### config.mk
export PLATFORM = sky130hd
export DESIGN_NAME = serial_tx
export DESIGN_NICKNAME = d
export VERILOG_FILES = /design/src/rtl/serial_pkg.sv /design/src/rtl/serial_tx_shift_reg.sv /design/src/rtl/serial_tx.sv
export SDC_FILE = /design/constraint.sdc
export NUM_CORES = 1
export LEC_CHECK = 0
export CORE_MARGIN = 1
export CORE_UTILIZATION = 44
export DETAILED_ROUTE_END_ITERATION = 7
export PLACE_DENSITY = 0.74
export SYNTH_ARGS = -nofsm -noshare
export SYNTH_HDL_FRONTEND = slang
export SYNTH_SLANG_ARGS = --single-unit
### constraint.sdc
create_clock -name CLK -period 1.8 [get_ports CLK]
set_clock_uncertainty 0.15 [all_clocks]
set_input_delay 0.27 -clock CLK [delete_from_list [all_inputs] [get_ports CLK]]
set_output_delay 0.27 -clock CLK [all_outputs]
set_load 0.03 [all_outputs]
### src/rtl/serial_pkg.sv
// Shared definitions for the serial link: FSM states, line levels, frame length.
package serial_pkg;

    typedef enum logic [2:0] {
        ST_IDLE,
        ST_PEND,
        ST_START,
        ST_DATA,
        ST_PARITY,
        ST_STOP
    } state_e;

    localparam logic IDLE_LEVEL  = 1'b1;
    localparam logic START_LEVEL = 1'b0;

    // Number of CE ticks a frame occupies on the line after leaving PEND.
    function automatic int unsigned frame_len(input int unsigned width,
                                              input int unsigned stop_bits,
                                              input bit          parity_en);
        return 1 + width + (parity_en ? 1 : 0) + stop_bits;
    endfunction

endpackage

### src/rtl/serial_tx_shift_reg.sv
// CE-gated load/shift register for serial_tx; parity of the loaded word is
// kept only when SERIAL_TX_PARITY_EN is defined.
module tx_shift_reg
    import serial_pkg::*;
#(
    parameter int unsigned WIDTH = 8
) (
    input  logic             CLK,
    input  logic             RESET,
    input  logic             ce_i,
    input  logic             load_i,
    input  logic             shift_i,
    input  logic [WIDTH-1:0] data_i,
    output logic             bit0_o
`ifdef SERIAL_TX_PARITY_EN
    ,
    output logic             parity_o
`endif
);

    logic [WIDTH-1:0] shift_q, shift_d;

    // Loading is independent of CE so a word can be accepted between ticks.
    always_comb begin
        shift_d = shift_q;
        if (load_i) begin
            shift_d = data_i;
        end else if (ce_i && shift_i) begin
            shift_d = shift_q >> 1;
        end
    end

    always_ff @(posedge CLK) begin
        if (RESET) begin
            shift_q <= '0;
        end else begin
            shift_q <= shift_d;
        end
    end

    assign bit0_o = shift_q[0];

`ifdef SERIAL_TX_PARITY_EN
    logic parity_q;

    always_ff @(posedge CLK) begin
        if (RESET) begin
            parity_q <= 1'b0;
        end else if (load_i) begin
            parity_q <= ^data_i;
        end
    end

    assign parity_o = parity_q;
`endif

endmodule

### src/rtl/serial_tx.sv
// Frame transmitter: start bit, WIDTH data bits LSB first, optional even parity
// (SERIAL_TX_PARITY_EN), STOP_BITS stop bits; one bit per CE tick.
module serial_tx
    import serial_pkg::*;
#(
    parameter int unsigned WIDTH     = 8,
    parameter int unsigned STOP_BITS = 1
) (
    input  logic             CLK,
    input  logic             RESET,
    input  logic             CE,
    input  logic [WIDTH-1:0] DATA_IN,
    input  logic             VALID_IN,
    output logic             READY_OUT,
    output logic             TX_OUT,
    output logic             BUSY
);

    localparam int unsigned CNT_W     = $clog2(WIDTH + 1);
    localparam logic        STOP_LAST = 1'(STOP_BITS - 1);

    state_e             state_q, state_d;
    logic               tx_q, tx_d;
    logic [CNT_W-1:0]   cnt_q, cnt_d;
    logic               stop_q, stop_d;
    logic               load, shift, bit0;
`ifdef SERIAL_TX_PARITY_EN
    logic               parity;
`endif

    tx_shift_reg #(
        .WIDTH(WIDTH)
    ) u_shift (
        .CLK     (CLK),
        .RESET   (RESET),
        .ce_i    (CE),
        .load_i  (load),
        .shift_i (shift),
        .data_i  (DATA_IN),
        .bit0_o  (bit0)
`ifdef SERIAL_TX_PARITY_EN
        ,
        .parity_o(parity)
`endif
    );

    always_ff @(posedge CLK) begin
        if (RESET) begin
            state_q <= ST_IDLE;
            tx_q    <= IDLE_LEVEL;
            cnt_q   <= '0;
            stop_q  <= 1'b0;
        end else begin
            state_q <= state_d;
            tx_q    <= tx_d;
            cnt_q   <= cnt_d;
            stop_q  <= stop_d;
        end
    end

    // cnt_q counts data bits already on the line; START emits the first one.
    always_comb begin
        state_d = state_q;
        tx_d    = tx_q;
        cnt_d   = cnt_q;
        stop_d  = stop_q;
        load    = 1'b0;
        shift   = 1'b0;
        case (state_q)
            ST_IDLE: begin
                tx_d = IDLE_LEVEL;
                if (VALID_IN) begin
                    load    = 1'b1;
                    cnt_d   = '0;
                    stop_d  = 1'b0;
                    state_d = ST_PEND;
                end
            end
            ST_PEND: begin
                if (CE) begin
                    state_d = ST_START;
                    tx_d    = START_LEVEL;
                end
            end
            ST_START: begin
                shift = 1'b1;
                if (CE) begin
                    state_d = ST_DATA;
                    tx_d    = bit0;
                    cnt_d   = cnt_q + 1'b1;
                end
            end
            ST_DATA: begin
                if (cnt_q == CNT_W'(WIDTH)) begin
                    if (CE) begin
`ifdef SERIAL_TX_PARITY_EN
                        state_d = ST_PARITY;
                        tx_d    = parity;
`else
                        state_d = ST_STOP;
                        tx_d    = IDLE_LEVEL;
`endif
                    end
                end else begin
                    shift = 1'b1;
                    if (CE) begin
                        tx_d  = bit0;
                        cnt_d = cnt_q + 1'b1;
                    end
                end
            end
`ifdef SERIAL_TX_PARITY_EN
            ST_PARITY: begin
                if (CE) begin
                    state_d = ST_STOP;
                    tx_d    = IDLE_LEVEL;
                end
            end
`endif
            ST_STOP: begin
                if (CE) begin
                    if (stop_q == STOP_LAST) begin
                        state_d = ST_IDLE;
                    end else begin
                        stop_d = stop_q + 1'b1;
                    end
                end
            end
            default: begin
                state_d = ST_IDLE;
                tx_d    = IDLE_LEVEL;
            end
        endcase
    end

    assign TX_OUT    = tx_q;
    assign READY_OUT = (state_q == ST_IDLE);
    assign BUSY      = (state_q != ST_IDLE);

endmodule

==> flow_summary.yaml <==
status:
  run_status: "finished, final reports clean"
yosys:
  synth.yosys.seq_area_share: 0.3590
  netlist-cell-type-count: 35
  synthesis.area_um2: 892.1
  synth.avg_cell_area_um2: 9.197
  ys_flop_type: "dfxtp_1"
  synth_seq_cells: 16
  postSynthNetCount: 111
  ys_warn_count: 0
  synth_area_leader_cell: "dfxtp_1"
  syn_inst: 97
  async_set_reset_flop_share_out_of_synthesis: 0
  synthDominantCellAreaShare: 0.3590
  synth_enable_flop_cells: 0
  netlist_top_cells_area: "dfxtp_1 36%, mux2i_1 10%, nor2_1 5.0%, a211oi_2 4.2%, a211oi_1 3.4%"
  synth.most_common_cell: "dfxtp_1"
  synth.cells.most_frequent: "16 x dfxtp_1, 12 x nor2_1, 9 x mux2i_1"
critical_path:
  crit_path_start_kind: "register"
  worstPathRequired_ps: 1830
  worst-setup-path-type: "register to register"
  path_max_fanout: 7
  reg2reg_to: "u_shift.shift_q[1]$_SDFFE_PP0P_"
  crit_path_capture_type: "register"
  reg_to_reg_setup_timing_slack_ps: 40
  worst_ep_arrival_time_ps: 1790
  critical_path.reg2reg.startpoint: "cnt_q[0]$_SDFFE_PP0P_"
  reg2regPathDepth: 7
finish:
  final_layout_size_suffix_gt1_frac: 0.3120
  num-fill-cells: 157
  post-route-cell-area_um2: 1219
  multiInputGateArea_um2: 546.8
  sequential_cell_area_um2: 324.1
  flow.area_growth_from_synthesis_pct: 36.61
  final_util: 0.6694
  num_antenna_cells: 0
  instances_no_fill: 150
  num-nets-final: 140
global_route:
  via_count_of_the_first_global_routing_pass: 723
  grt_first_pass_wirelength_um: 3001
  gr_util_met1: 0.2417
  layer_carrying_the_most_global_route_usage: "met2"
  globalRouteTotalUtil: 0.1981
  grt_antenna_before_repair: 0
  gr-usage-met3: 0.05000
  grt_max_degree: 15
  grt_overflow: 0
  gr-usage-met2: 0.3389
hold_path:
  min_delay_path_depth: 2
  hold_path_end: "u_shift.shift_q[4]$_SDFFE_PP0P_"
  hp-class: "register to register"
  worstHoldStart: "u_shift.shift_q[4]$_SDFFE_PP0P_"
timing:
  slew_violations: 0
  finalSetupViolations: 0
  final.setup.worst_slack_ps: 42.47
  min_period_ps: 1758
  fin_worst_hold_slack_ps: 353.5
  tightestPinTransition_ps: 387.7
  min_period_over_period: 0.9764
  achievable-frequency_mhz: 569.0
  final-hold-violation-count: 0
  rsz0062_at_grt: "yes"
  finalSetupTns_ps: 0
  slew_headroom: 0.7348
run:
  maxCapViolations: 0
clocking:
  clock_insertion_delay_worst_skew_ps: 280
  total_clock_buffers_created_by_cts: 3
  tritoncts_clock_tree: "built"
  clkTransAtPathRegs_ps: 100
  clockRootBuffer: "clkbuf_4"
  clock_tree_sinks: 16
  ctsHoldBuffers: 0
  cts_buffer_depth: 2
  ctsHtreeMaxLevel: 1
routing:
  drt_first_iter_violations: 15
  wirelength_um: 2071
  drt_drc_violations_left: 0
  vias: 809
  iteration_count_of_the_initial_detailed_routing_pass: 4
  drt-vias-per-instance: 5.393
  wl_per_cell_um: 13.81
  drtAntennaViolNets: 0
floorplanning:
  rows: 15
  total_die_area_um2: 2211
  die-width_um: 47.03
  start_util: 0.4900
  placeableCoreArea_um2: 1821
  chipHeight_um: 47.03
  boundaryPins: 15
place:
  rd_place_congestion: 0.7896
  placedCellCount: 144
  detailed_placement_hpwl_um: 1484
  io_buffer_count: 14
  dp_worst_setup_slack_ps: -155.9
  place_area_um2: 1141
power_and_ir_drop:
  total_power_uw: 902.3
  power_per_cell_area_nw_per_um2: 740.4
  vdd_drop_max_v: 0.0005108
  p_leak_nw: 0.4803
placed cells by master, fill, tap and decap left out, types with 2 or more instances in the layout:
cell / Yosys / layout
buf_4: 0 / 15
dfxtp_1: 16 / 13
nor2_1: 12 / 12
clkdlybuf4s50_1: 0 / 11
mux2i_1: 9 / 9
a21oi_1: 5 / 5
nand2_1: 5 / 5
o21ai_0: 5 / 4
a211oi_1: 4 / 4
clkbuf_4: 0 / 4
inv_1: 4 / 3
a211oi_2: 3 / 3
dfxtp_2: 0 / 3
nor4_1: 2 / 2
nand3b_1: 2 / 2
nor3_1: 3 / 2
nand3_1: 2 / 2
buf_6: 2 / 2
layer usage:
layer  vias to the layer above  wire length [um]
met4                         0                12
met1                       391               979
met3                         2                36
met2                         8              1043
li1                        408                 -
met5                         -                 0
where the power goes:
part	internal [mW]	switching (mW)	leakage [nW]
Clock	0.123	0.117	0.0210
Combinational	0.134	0.126	0.327
Sequential	0.383	0.0198	0.133
Total	0.640	0.262	0.480
worst max path at each step:
stage | start | to | slack, ps | cells past startpoint
6_report | cnt_q[0]$_SDFFE_PP0P_ | u_shift.shift_q[1]$_SDFFE_PP0P_ | 40 | 7
5_1_grt | cnt_q[0]$_SDFFE_PP0P_ | u_shift.shift_q[1]$_SDFFE_PP0P_ | -10 | 7
4_1_cts | cnt_q[0]$_SDFFE_PP0P_ | u_shift.shift_q[4]$_SDFFE_PP0P_ | -30 | 7
3_5_place_dp | VALID_IN | u_shift.shift_q[6]$_SDFFE_PP0P_ | -160 | 5
3_3_place_gp | VALID_IN | u_shift.shift_q[0]$_SDFFE_PP0P_ | -120 | 5
2_1_floorplan | cnt_q[0]$_SDFFE_PP0P_ | u_shift.shift_q[0]$_SDFFE_PP0P_ | -0.8 | 7
repair_timing:
action / 4_1_cts / 5_1_grt
pin swaps: 0 / 6
buffers inserted: 0 / 1
endpoints found under the setup margin: 6 / 11
cloned: 0 / 1
gates resized for setup: 0 / 9
kinds of logic after synthesis:
| logic type | share of synthesized area |
|---|---|
| buffers and inverters | 0.06030 |
| and+or+nand+nor | 0.2202 |
| muxes | 0.1010 |
| DFF | 0.3590 |
| adders and majority gates | 0.02805 |
| AOI/OAI and AO/OA | 0.2314 |
sequential cells by signal (all words and copies together) (netlist names):
| name | count |
|---|---|
| TX_OUT | 1 |
| cnt_q | 4 |
| state_q | 3 |
| u_shift.shift_q | 8 |
worst max-delay path, cell delays in order, from the launching register on:
cell      delay [ps]
dfxtp_2          340
inv_1             60
ha_4             150
and3b_2          220
o32ai_4          290
clkbuf_4         270
buf_4            120
a211oi_2          40
area by class of cell:
class	instances	area share
repair buffers	30	0.2177
flip-flops and latches	16	0.2659
clock buffers	4	0.02977
multi-input cells	71	0.4487
well taps	25	0.02567
inverters	4	0.01232
Note: power is estimated with default switching activity, not from simulation.
